<file path="src/rtl/div_r32m.sv">
// div_r32m: multi-cycle restoring integer divider (DIV/DIVU/REM/REMU).
//
// One shift-subtract step per clock on absolute operand values; signs are
// restored when the result is written. Divide-by-zero and signed overflow
// results are decided when the operands are accepted.
//
// Optional feature macro: DIV_EARLY_OUT_EN. When defined, divide-by-zero and
// signed-overflow requests skip the iteration phase and go straight to DONE.
//
// Ports:
//   clk      - clock, rising edge
//   nReset   - asynchronous active-low reset
//   start    - request a division, sampled only while idle
//   divCode  - 00 DIV, 01 DIVU, 10 REM, 11 REMU
//   dividend - numerator (dataW bits)
//   divisor  - denominator (dataW bits)
//   busy     - high while iterating
//   done     - one-cycle pulse, out valid
//   out      - registered quotient or remainder
module div_r32m #(
  parameter int unsigned dataW = 32
) (
  input  logic             clk,
  input  logic             nReset,
  input  logic             start,
  input  logic [1:0]       divCode,
  input  logic [dataW-1:0] dividend,
  input  logic [dataW-1:0] divisor,
  output logic             busy,
  output logic             done,
  output logic [dataW-1:0] out
);

  localparam int unsigned CntW = $clog2(dataW + 1);
  localparam logic [CntW-1:0] LastCnt = CntW'(dataW - 1);
  localparam logic [dataW-1:0] MinVal = {1'b1, {(dataW - 1){1'b0}}};

  typedef enum logic [1:0] {StIdle, StCalc, StDone} state_e;

  state_e            state_q, state_d;
  logic [CntW-1:0]   cnt_q, cnt_d;
  logic [dataW-1:0]  rem_q, rem_d;
  logic [dataW-1:0]  quo_q, quo_d;
  logic [dataW-1:0]  dvs_q, dvs_d;
  logic              is_rem_q, is_rem_d;
  logic              qneg_q, qneg_d;
  logic              rneg_q, rneg_d;
  logic              spec_q, spec_d;
  logic [dataW-1:0]  spec_res_q, spec_res_d;
  logic [dataW-1:0]  out_q, out_d;

  // Operand decode for the request presented at the inputs.
  logic             in_signed, dvd_neg, dvs_neg, in_zero, in_ovf, in_spec;
  logic [dataW-1:0] in_spec_res, dvd_abs, dvs_abs;

  // One restoring step on the current working registers.
  logic [dataW:0]   shifted, trial;
  logic [dataW-1:0] rem_step, quo_step, q_fix, r_fix, calc_res;

  always_comb begin
    in_signed = ~divCode[0];
    dvd_neg   = in_signed & dividend[dataW-1];
    dvs_neg   = in_signed & divisor[dataW-1];
    dvd_abs   = dvd_neg ? (~dividend + 1'b1) : dividend;
    dvs_abs   = dvs_neg ? (~divisor + 1'b1) : divisor;
    in_zero   = (divisor == '0);
    in_ovf    = in_signed & (dividend == MinVal) & (divisor == '1);
    in_spec   = in_zero | in_ovf;
    // Overflow quotient equals the dividend (MinVal); remainder is zero.
    if (divCode[1]) begin
      in_spec_res = in_zero ? dividend : '0;
    end else begin
      in_spec_res = in_zero ? '1 : dividend;
    end
  end

  always_comb begin
    shifted = {rem_q, quo_q[dataW-1]};
    trial   = shifted - {1'b0, dvs_q};
    // Bit dataW of the trial difference set means the subtraction underflowed.
    if (!trial[dataW]) begin
      rem_step = trial[dataW-1:0];
      quo_step = {quo_q[dataW-2:0], 1'b1};
    end else begin
      rem_step = shifted[dataW-1:0];
      quo_step = {quo_q[dataW-2:0], 1'b0};
    end
    q_fix    = qneg_q ? (~quo_step + 1'b1) : quo_step;
    r_fix    = rneg_q ? (~rem_step + 1'b1) : rem_step;
    calc_res = spec_q ? spec_res_q : (is_rem_q ? r_fix : q_fix);
  end

  always_comb begin
    state_d    = state_q;
    cnt_d      = cnt_q;
    rem_d      = rem_q;
    quo_d      = quo_q;
    dvs_d      = dvs_q;
    is_rem_d   = is_rem_q;
    qneg_d     = qneg_q;
    rneg_d     = rneg_q;
    spec_d     = spec_q;
    spec_res_d = spec_res_q;
    out_d      = out_q;
    unique case (state_q)
      StIdle: begin
        if (start) begin
          cnt_d      = '0;
          rem_d      = '0;
          quo_d      = dvd_abs;
          dvs_d      = dvs_abs;
          is_rem_d   = divCode[1];
          qneg_d     = dvd_neg ^ dvs_neg;
          rneg_d     = dvd_neg;
          spec_d     = in_spec;
          spec_res_d = in_spec_res;
`ifdef DIV_EARLY_OUT_EN
          if (in_spec) begin
            state_d = StDone;
            out_d   = in_spec_res;
          end else begin
            state_d = StCalc;
          end
`else
          state_d = StCalc;
`endif
        end
      end
      StCalc: begin
        rem_d = rem_step;
        quo_d = quo_step;
        cnt_d = cnt_q + CntW'(1);
        if (cnt_q == LastCnt) begin
          state_d = StDone;
          out_d   = calc_res;
        end
      end
      StDone: state_d = StIdle;
      default: state_d = StIdle;
    endcase
  end

  always_ff @(posedge clk or negedge nReset) begin
    if (!nReset) begin
      state_q    <= StIdle;
      cnt_q      <= '0;
      rem_q      <= '0;
      quo_q      <= '0;
      dvs_q      <= '0;
      is_rem_q   <= 1'b0;
      qneg_q     <= 1'b0;
      rneg_q     <= 1'b0;
      spec_q     <= 1'b0;
      spec_res_q <= '0;
      out_q      <= '0;
    end else begin
      state_q    <= state_d;
      cnt_q      <= cnt_d;
      rem_q      <= rem_d;
      quo_q      <= quo_d;
      dvs_q      <= dvs_d;
      is_rem_q   <= is_rem_d;
      qneg_q     <= qneg_d;
      rneg_q     <= rneg_d;
      spec_q     <= spec_d;
      spec_res_q <= spec_res_d;
      out_q      <= out_d;
    end
  end

  assign busy = (state_q == StCalc);
  assign done = (state_q == StDone);
  assign out  = out_q;

endmodule
</file>
<file path="config.mk">
export PLATFORM = sky130hd
export DESIGN_NAME = div_r32m
export DESIGN_NICKNAME = d
export VERILOG_FILES = /design/src/rtl/div_r32m.sv
export SDC_FILE = /design/constraint.sdc
export NUM_CORES = 1
export LEC_CHECK = 0
export ABC_CLOCK_PERIOD_IN_PS = 6090
export CAP_MARGIN = 25
export CORE_ASPECT_RATIO = 2
export CORE_MARGIN = 1
export CORE_UTILIZATION = 60
export CTS_BUF_LIST = sky130_fd_sc_hd__clkbuf_4 sky130_fd_sc_hd__clkbuf_8
export DETAILED_ROUTE_END_ITERATION = 12
export PLACE_DENSITY = 0.9
export SETUP_SLACK_MARGIN = 0.4
export SLEW_MARGIN = 0
export SYNTH_ARGS = -nofsm -noshare
export SYNTH_HDL_FRONTEND = slang
export SYNTH_SLANG_ARGS = --single-unit
</file>
<file path="constraint.sdc">
create_clock -name clk -period 6.09 [get_ports clk]
set_input_delay 1.5225 -clock clk [delete_from_list [all_inputs] [get_ports clk]]
set_output_delay 1.5225 -clock clk [all_outputs]
set_load 0.02 [all_outputs]
</file>
==> qor.yml, run 1 <==
setup_tns_ns: 0
drt_first_pass_iters: 8
postLayoutCellArea_sq_um: 14600
start_util: 0.614
grt_antenna_before_repair: 1
clock_latency_ns: 0.51
drive_above_1_share: 0.0629
dp_hpwl_microns: 33900
syn-num-nets: 1708
routed.top_layer: "met4"
hold_ws_ns: 0.483
drt-initial-drc-count: 1123
io_pins: 103
num_rows: 75
wl_per_cell_microns: 23.6
endpoint: "out[20]"
synth_edf_count: 0
synth_area_sq_um: 12900
p_per_area_nw_per_um2: 593
wl_met2_microns: 23100
final_cells: 1938
synthToLayoutAreaGrowth_pct: 12.8
post-place-ws_ns: 0.669
slew_headroom: 0.328
status: "finished clean"
synth-seq-cells: 172
critPathMaxFanout: 17
finalWorstSetupSlack_ns: 0.700
reg2reg_to: "out[20]"
crit_type: "reg2reg"
synth_flop_cell: "dfrtp_1"
ys_seq_area_frac: 0.333
r2r_cells: 22
die_h_microns: 209
grt_use_total: 0.424
timing.final.crit_share: 0.885
synthTopCellsByCount: "236 x o21ai_0, 174 x nand2_1, 172 x dfrtp_1, 106 x nor2_1, 102 x a21oi_1"
drtAntennaViolNets: 0
startpoint_type: "flop"
r2r_start: "quo_q[31]"
p_leak_nw: 5.74
synth_most_common_cell: "o21ai_0"
period_needed_ns: 5.39
crit_path_max_incr_delay_ns: 0.57
cts_tree: "built"
nets: 1764
vias_per_cell: 6.84
synth.largest_area_cell: "dfrtp_1"
h-tree-depth: 4
dieArea_sq_um: 22100
clock-sinks: 172
drcViolationCount: 0
ys_top_cells_by_area: "dfrtp_1 33%, o21ai_0 9.1%, nand2_1 5.1%"
cts_made_buffers: 17
gr-total-overflow: 0
end_kind: "flop"
vias: 13200
clockBufferDepth: 2
wl_microns: 45800
arrival_ns: 5.80
die_w_microns: 106
fin_skew_ns: 0.0177
netlist_instances: 1600
ir_worst_vdd_uv: 336
rsz0062_at_grt: "no"
met1_length_microns: 14700
wl_met3_microns: 2960
crit_chain: "inv_1 -> ha_1 -> inv_1 -> fa_2 -> nand3_2 -> a21oi_4 -> o21ai_4 -> a311oi_4 -> mux2i_4 -> buf_12 -> nor2_8 -> inv_4 -> mux2i_2 -> ha_2 -> nand2_1 -> or4_1 -> nor4_2 -> a31oi_2 -> o21ai_0 -> xor2_1 -> a21oi_1 -> o21ai_0"
synth.avg_cell_area_sq_um: 8.07
postCtsHoldBufs: 0
fill_cells: 1696
setup_viol: 0
slowest_stage: "or4_1"
cts_root_buffer: "clkbuf_8"
async_reset_ff_frac: 1.00
synth.distinct_cells: 87
cp-startpoint: "quo_q[31]"
grt_max_degree: 87
drv_cap: 0
tightest_slew_ns: 1.01
ys_warn_count: 0
fmax_ghz: 0.186
dpl_cell_area_sq_um: 14100
place_congestion: 0.979
grt_first_pass_wirelength_microns: 71300
io_buffers: 102
hold_class: "reg2reg"
synth.top_cell.area_share: 0.333
required_ns: 6.50
place_inst: 1901
grt_pass1_vias: 13200
final_hold_viol_count: 0
core_sq_um: 21000
reg2reg_slack_ns: 0.70
path_clk_slew_ns: 0.09
slew_viol_final: 0
## stage by stage
stage | power, mW | util
floorplan | 5.85 | -
global placement | 7.34 | 0.670
detailed placement | 7.42 | 0.670
CTS | 8.30 | 0.689
global route | 9.14 | 0.693
finish | 8.63 | 0.693
## metal layers
metal | GRT usage | up-vias
met5 | 0 | -
met4 | 0.399 | 0
met3 | 0.0720 | 267
met2 | 0.737 | 736
met1 | 0.422 | 6272
li1 | - | 5973
## worst min-delay path by stage
stage	cells past startpoint	startpoint	endpoint
after floorplan	2	spec_res_q[11]	spec_res_q[11]
after global placement	2	spec_res_q[11]	spec_res_q[11]
after detailed placement	2	spec_res_q[5]	spec_res_q[5]
after CTS	2	spec_res_q[5]	spec_res_q[5]
after global routing	2	spec_res_q[6]	spec_res_q[6]
final	2	spec_res_q[5]	spec_res_q[5]
## cells by family (layout without fill, tap and decap cells)
kind of cell	after synthesis	after routing	share of synthesized area
compound gates	561	561	0.272
xor+xnor	132	132	0.0895
fa+ha+maj	39	39	0.0384
buf+inv	154	222	0.0475
flops	172	172	0.333
mux	36	36	0.0292
other cells	0	1	0
simple gates	506	506	0.191
## worst max-delay path: cells and delay by family (launching register included)
family / cells / cell delay (ns)
compound gates: 7 / 1.62
xor+xnor: 1 / 0.28
fa+ha+maj: 3 / 0.77
buf+inv: 4 / 0.48
flops: 1 / 0.43
mux: 2 / 0.63
simple gates: 5 / 1.09
## layout make-up
cell class | instances | area [sq um] | share of cell area
diodes | 1 | 2.50 | 0.000172
clock buffers | 19 | 262 | 0.0180
clock inverters | 12 | 139 | 0.00954
inverters | 60 | 228 | 0.0156
multi-input cells | 1274 | 8040 | 0.552
flip-flops and latches | 172 | 4300 | 0.296
well taps | 269 | 337 | 0.0231
repair buffers | 131 | 1250 | 0.0859
## placed cells by master, fill, tap and decap left out, drive strengths merged, types with 57 or more instances in the layout
cell             n
nand3           57
xnor2           65
nand2          175
inv             61
dfrtp          172
nor2           107
o21ai          249
xor2            67
clkdlybuf4s50  101
a21oi          105
## timing repair
item	CTS	global route
buffers inserted	0	4
setup endpoints to repair	0	10
gates resized for setup	0	8
## sequential cells by signal, indices dropped and copies added, names as in the netlist, 2 cells and up
name        flops
cnt_q           6
spec_res_q     32
quo_q          32
rem_q          32
out            32
dvs_q          32
state_q         2
## where the power goes
group          switching (mW)  total (mW)  internal, mW
clock                   0.457       0.845         0.388
sequential              0.449        1.95          1.51
combinational            3.80        5.83          2.04
total                    4.70        8.63          3.93
(Power assumes the default switching activity.)
==> run 2: changes to the inputs <==
--- a/config.mk
+++ b/config.mk
@@ -10,7 +10,6 @@
 export CORE_ASPECT_RATIO = 2
 export CORE_MARGIN = 1
 export CORE_UTILIZATION = 60
-export CTS_BUF_LIST = sky130_fd_sc_hd__clkbuf_4 sky130_fd_sc_hd__clkbuf_8
 export DETAILED_ROUTE_END_ITERATION = 12
 export PLACE_DENSITY = 0.9
 export SETUP_SLACK_MARGIN = 0.4
==> qor.yml, run 2 (synthesized netlist as in run 1, its figures left out) <==
critPathMaxFanout: 17
vias: 13300
grt_max_degree: 87
clock-sinks: 172
finalWorstSetupSlack_ns: 0.723
path_clk_slew_ns: 0.07
final_hold_viol_count: 0
core_sq_um: 21000
h-tree-depth: 4
period_needed_ns: 5.37
synthToLayoutAreaGrowth_pct: 14.3
finish.utilization: 0.702
wl_per_cell_microns: 23.6
arrival_ns: 5.69
r2r_start: "dvs_q[3]"
hold_class: "reg2reg"
setup_viol: 0
clock_latency_ns: 0.45
cp.depth: 19
drt_first_pass_iters: 6
drtAntennaViolNets: 0
final_cell_mix: "236 x o21ai_0, 173 x nand2_1, 172 x dfrtp_1, 105 x nor2_1, 101 x clkdlybuf4s50_1"
num_rows: 75
slowest_stage: "or4_1"
dieArea_sq_um: 22100
io_pins: 103
die_w_microns: 106
required_ns: 6.42
gr-total-overflow: 0
cts_root_buffer: "clkbuf_16"
crit_chain: "inv_1 -> ha_1 -> nand3_2 -> a21oi_4 -> o21ai_4 -> a311oi_4 -> mux2i_4 -> buf_12 -> nor2_8 -> inv_4 -> ha_1 -> nand2b_1 -> or4_1 -> or3_1 -> nand2b_1 -> o31ai_1 -> xnor2_1 -> a221oi_1 -> o22ai_1"
mostFrequentLayoutCell: "o21ai_0"
dp_hpwl_microns: 33900
slew_viol_final: 0
status: "finished clean"
startpoint_type: "flop"
total_power_mw: 8.89
die_h_microns: 209
r2r_cells: 19
critical_path.top_delay_family: "simple AND/OR/NAND/NOR gates"
crit_buf_inv: 3
crit_type: "reg2reg"
clockBufferDepth: 2
rsz0062_at_grt: "no"
fill_cells: 1680
grt_antenna_before_repair: 3
cp-startpoint: "dvs_q[3]"
slew_headroom: 0.313
crit_path_max_incr_delay_ns: 0.63
wl_microns: 45700
tightest_slew_ns: 1.03
cts_tree: "built"
drcViolationCount: 0
vias_per_cell: 6.86
reg2reg_to: "out[30]"
post-place-ws_ns: 0.669
grt_first_pass_wirelength_microns: 71800
setup_tns_ns: 0
endpoint: "out[30]"
fmax_ghz: 0.186
grt_use_total: 0.427
place_congestion: 0.979
io_buffers: 102
drv_cap: 0
fin_skew_ns: 0.00932
nets: 1764
p_per_area_nw_per_um2: 602
end_kind: "flop"
reg2reg_slack_ns: 0.72
drive_above_1_share: 0.0629
ir_worst_vdd_uv: 356
drt-initial-drc-count: 1200
start_util: 0.614
timing.final.crit_share: 0.881
cts_made_buffers: 17
grt_pass1_vias: 13300
p_leak_nw: 5.83
hold_ws_ns: 0.484
[run 2: worst min-delay path by stage]
stage,startpoint,cells past startpoint,to,slack (ns)
6_report,spec_res_q[5],2,spec_res_q[5],0.48
5_1_grt,spec_res_q[6],2,spec_res_q[6],0.50
4_1_cts,spec_res_q[5],2,spec_res_q[5],0.48
3_5_place_dp,spec_res_q[5],2,spec_res_q[5],0.47
3_3_place_gp,spec_res_q[11],2,spec_res_q[11],0.46
2_1_floorplan,spec_res_q[11],2,spec_res_q[11],0.44
[run 2: routing by layer]
metal	vias up	GRT usage	wire length [microns]
li1	5969	-	-
met1	6348	0.425	14700
met2	727	0.744	23400
met3	267	0.0708	2860
met4	0	0.398	4820
met5	-	0	0
[run 2: what timing repair did]
item / CTS / global route
gates resized for setup: 0 / 8
setup endpoints to repair: 0 / 10
setup buffers: 0 / 4
hold buffers: 0 / 0
[run 2: area by class of cell]
class	count	area, sq um	share of cell area
Multi-Input combinational cell	1274	8040	0.545
Sequential cell	172	4300	0.292
Timing Repair Buffer	131	1250	0.0847
Clock buffer	19	453	0.0307
Tap cell	269	337	0.0228
Inverter	60	228	0.0154
Clock inverter	12	139	0.00941
Antenna cell	2	5.00	0.000339
[run 2: tightest hold or removal path: stages, from the launching register on]
cell and delay [ns]:
dfrtp_1 0.35, nand2_1 0.05, o21ai_0 0.06
[run 2: power by group]
| group | switching, mW | leakage [nW] | internal, mW |
|---|---|---|---|
| Sequential | 0.450 | 2.04 | 1.51 |
| Combinational | 3.77 | 3.50 | 2.03 |
| Clock | 0.491 | 0.290 | 0.628 |
| Total | 4.72 | 5.83 | 4.17 |
[run 2: through the flow]
stage | instance area, sq um | instances
finish | 14800 | 1939
global route | 14800 | 1939
CTS | 14700 | 1932
detailed placement | 14100 | 1901
global placement | 14100 | 1901
floorplan | 12900 | 1600
